File: src/rtl/mux2.sv
// Two-input WIDTH-bit selector with zero-latency output, a registered copy
// and a saturating counter of registered-select toggles.
module mux2 #(
  parameter int WIDTH = 32,
  parameter int CNT_W = 16
) (
  input  logic             clk,
  input  logic             rst,
  input  logic             sel_port,
  input  logic [WIDTH-1:0] port_in_0,
  input  logic [WIDTH-1:0] port_in_1,
  output logic [WIDTH-1:0] port_out,
  output logic [WIDTH-1:0] port_out_q,
  output logic             sel_q,
  output logic [CNT_W-1:0] sel_toggle_cnt
);

  logic sel_next;
  logic cnt_sat;

  // Only a definite 1 selects input 1; 0, X and Z all fall through to input 0.
  always_comb begin
    sel_next = 1'b0;
    if (sel_port == 1'b1) sel_next = 1'b1;
  end

  always_comb begin
    port_out = port_in_0;
    if (sel_port == 1'b1) port_out = port_in_1;
  end

  assign cnt_sat = &sel_toggle_cnt;

  always_ff @(posedge clk or posedge rst) begin
    if (rst) begin
      port_out_q     <= '0;
      sel_q          <= 1'b0;
      sel_toggle_cnt <= '0;
    end else begin
      port_out_q <= port_out;
      sel_q      <= sel_next;
      if ((sel_next != sel_q) && !cnt_sat)
        sel_toggle_cnt <= sel_toggle_cnt + CNT_W'(1);
    end
  end

endmodule

File: config.mk
export PLATFORM = sky130hd
export DESIGN_NAME = mux2
export DESIGN_NICKNAME = d
export VERILOG_FILES = /design/src/rtl/mux2.sv
export SDC_FILE = /design/constraint.sdc
export NUM_CORES = 1
export LEC_CHECK = 0
export ABC_CLOCK_PERIOD_IN_PS = 2200
export BUFFER_PORTS_ARGS = -buffer_cell sky130_fd_sc_hd__clkbuf_2
export CAP_MARGIN = 15
export CORE_ASPECT_RATIO = 1.2
export CORE_MARGIN = 1
export CORE_UTILIZATION = 40
export DETAILED_ROUTE_END_ITERATION = 16
export PLACE_DENSITY = 0.86
export SLEW_MARGIN = 0
export SYNTH_ARGS = -nofsm -noshare
export SYNTH_HDL_FRONTEND = slang
export SYNTH_SLANG_ARGS = --single-unit
File: constraint.sdc
create_clock -name clk -period 2.2 [get_ports clk]
set_clock_uncertainty 0.2 [all_clocks]
set_input_delay 0.11 -clock clk [delete_from_list [all_inputs] [get_ports clk]]
set_output_delay 0.11 -clock clk [all_outputs]
set_load 0.01 [all_outputs]
==> reports/metrics.cfg <==
[synthesis]
ys_seq_area_frac=0.613
yosysUniqueCellTypes=20
ys.flop_type=dfrtp_1
synth.cell_area_um2=2000
ys_top_cells_by_area=dfrtp_1, mux2_2, xor2_1
synth_cells=145
synth_async_sr_flop_share=1.00
syn-mean-instance-area_um2=13.8
synth_nets=213
synth_edf_count=0
synth_top_area_share=0.613
synth_area_leader_cell=dfrtp_1
synth.most_common_cell=dfrtp_1
ys_seq_elements=49
yosys_warnings=0
synth_common_cells=dfrtp_1, mux2_2, xor2_1

[timing]
holdWs_ns=0.0521
max_slew_margin=0.633
layout_min_cycle_time_ns=2.05
finalHoldViolations=0
finalSetupViolCount=0
finalCritPeriodShare=0.932
worst_slew_pin_slew_ns=0.550
rsz0062_at_grt=false
fmax_mhz=488
tns_ns=0
slew_viol_final=0

[final_layout]
utilization=0.757
n_antenna_cell=0
drive_above_1_share=0.536
fillCellCount=326
nets=430
syn_to_final_growth_pct=77.6

[detailed_routing]
dr.pass1.iters=4
drt-total-wl_mm=6.56
drt-initial-drc-count=105
vias=2036
drc=0
ant_nets=0
drt-wirelength-per-cell_um=15.6
vias_per_cell=4.85

[worst_setup_path]
timing.rr.end=sel_toggle_cnt[1]
cp.required_ns=2.19
crit_arrival_ns=2.04
r2r_slack_ns=0.15
crit_start=sel_toggle_cnt[0]
path_max_fanout=12
endpoint_kind=flip-flop
crit_type=flip-flop to flip-flop
start_kind=flip-flop
ff2ff_path_depth=5
rr_startpoint=sel_toggle_cnt[0]

[clock_tree]
clkSinkCount=49
clockBufferDepth=2
ctsResizeCount=0
insertion_delay_ns=0.30
cts_tree=yes
h-tree-depth=2
cts.clk_slew.worst_paths_ns=0.08
clockRootBuffer=clkbuf_8
cts_made_buffers=5

[min_path]
hold_path_class=input port to flip-flop
min_to=sel_q
min_path_cells=2
hold_path.startpoint=sel_port

[power]
power_mw=2.30
leakage_nw=1.85
ir_worst_vdd_mv=0.423
powerDensity_nw_per_um2=647

[floorplan]
start_util=0.426
die-area_um2=5290
io_pins=148
coreArea_um2=4700
dieHeight_um=79.5
rows=27
die_w_um=66.6

[place]
gp_congestion=0.781
io_buffers=147
dpl.hpwl_mm=3.98

[run_status]
outcome=completed

[grt]
grt_antenna_before_repair=0
grtUsageTotal=0.264
grt_pass1_wl_mm=10.1
grt_overflow=0
grt_max_degree=34
grt_pass1_vias=2240

[run]
max_cap_violations=0

-- timing repair --
item / 4_1_cts / 5_1_grt
setup buffers: 0 / 0
hold buffers: 65 / 0
endpoints found under the hold margin: 55 / 0
-- worst max-delay path, stage by stage, from the launching register on --
cell     delay (ns)
dfrtp_1        0.43
ha_1           0.24
nand4_1        0.17
o41ai_2        0.35
buf_4          0.25
mux2_4         0.31
-- through the flow --
| stage | worst slack, ns | instance area, um^2 | instances |
|---|---|---|---|
| floorplan | 0.189 | 2000 | 145 |
| global placement | 0.280 | 2820 | 348 |
| detailed placement | 0.169 | 2820 | 348 |
| CTS | 0.162 | 3550 | 420 |
| global route | 0.0143 | 3550 | 420 |
| finish | 0.150 | 3550 | 420 |
-- metal layers --
layer | GRT usage | wire length [um] | vias up
met3 | 0.0700 | 425 | 27
li1 | - | - | 934
met1 | 0.245 | 2110 | 970
met2 | 0.492 | 3670 | 105
met4 | 0.162 | 351 | 0
met5 | 0 | 0 | -
-- cell type report --
type / count / area, um^2 / area share
Sequential cell: 49 / 1230 / 0.345
Inverter: 3 / 11.3 / 0.00317
Tap cell: 58 / 72.6 / 0.0204
Multi-Input combinational cell: 88 / 736 / 0.207
Clock buffer: 7 / 86.3 / 0.0243
Timing Repair Buffer: 215 / 1420 / 0.400
-- registers in the layout (all words and copies together) (netlist names) --
name,cells
port_out_q,32
sel_toggle_cnt,16
sel_q,1
-- cell families (layout without fill, tap and decap cells) --
family,after synthesis,in the layout,share of synthesized area
simple gates,35,35,0.0869
flops,49,49,0.613
xor+xnor,13,13,0.0569
mux,36,36,0.205
buf+inv,8,225,0.0194
fa+ha+maj,1,1,0.00625
compound gates,3,3,0.0131
-- report_power, final --
group          total (mW)  internal, mW  leakage [nW]  switching (mW)
Combinational       0.654         0.357          1.21           0.298
Sequential           1.12          1.01         0.591           0.115
Clock               0.523         0.250        0.0443           0.273
Total                2.30          1.61          1.85           0.686
-- worst max path at each step --
stage                     slack [ns]                 to
after floorplan                 0.19  sel_toggle_cnt[1]
after global placement          0.28  sel_toggle_cnt[1]
after detailed placement        0.17  sel_toggle_cnt[1]
after CTS                       0.16  sel_toggle_cnt[1]
after global routing            0.01  sel_toggle_cnt[1]
final                           0.15  sel_toggle_cnt[1]
-- cells in the final DEF, fill, tap and decap left out, types with 2 or more instances in the layout --
cell / instances
nor3_1: 4
mux2_2: 35
clkbuf_2: 147
nor4_1: 2
xor2_1: 11
and4_1: 2
nor2_1: 8
nand2_1: 8
o21ai_0: 2
dfrtp_1: 49
and3_1: 2
xnor2_1: 2
nand3_1: 4
clkbuf_8: 6
nand4_1: 5
dlygate4sd3_1: 65
buf_4: 2
inv_1: 2
Power figures use the tool's default switching activity.
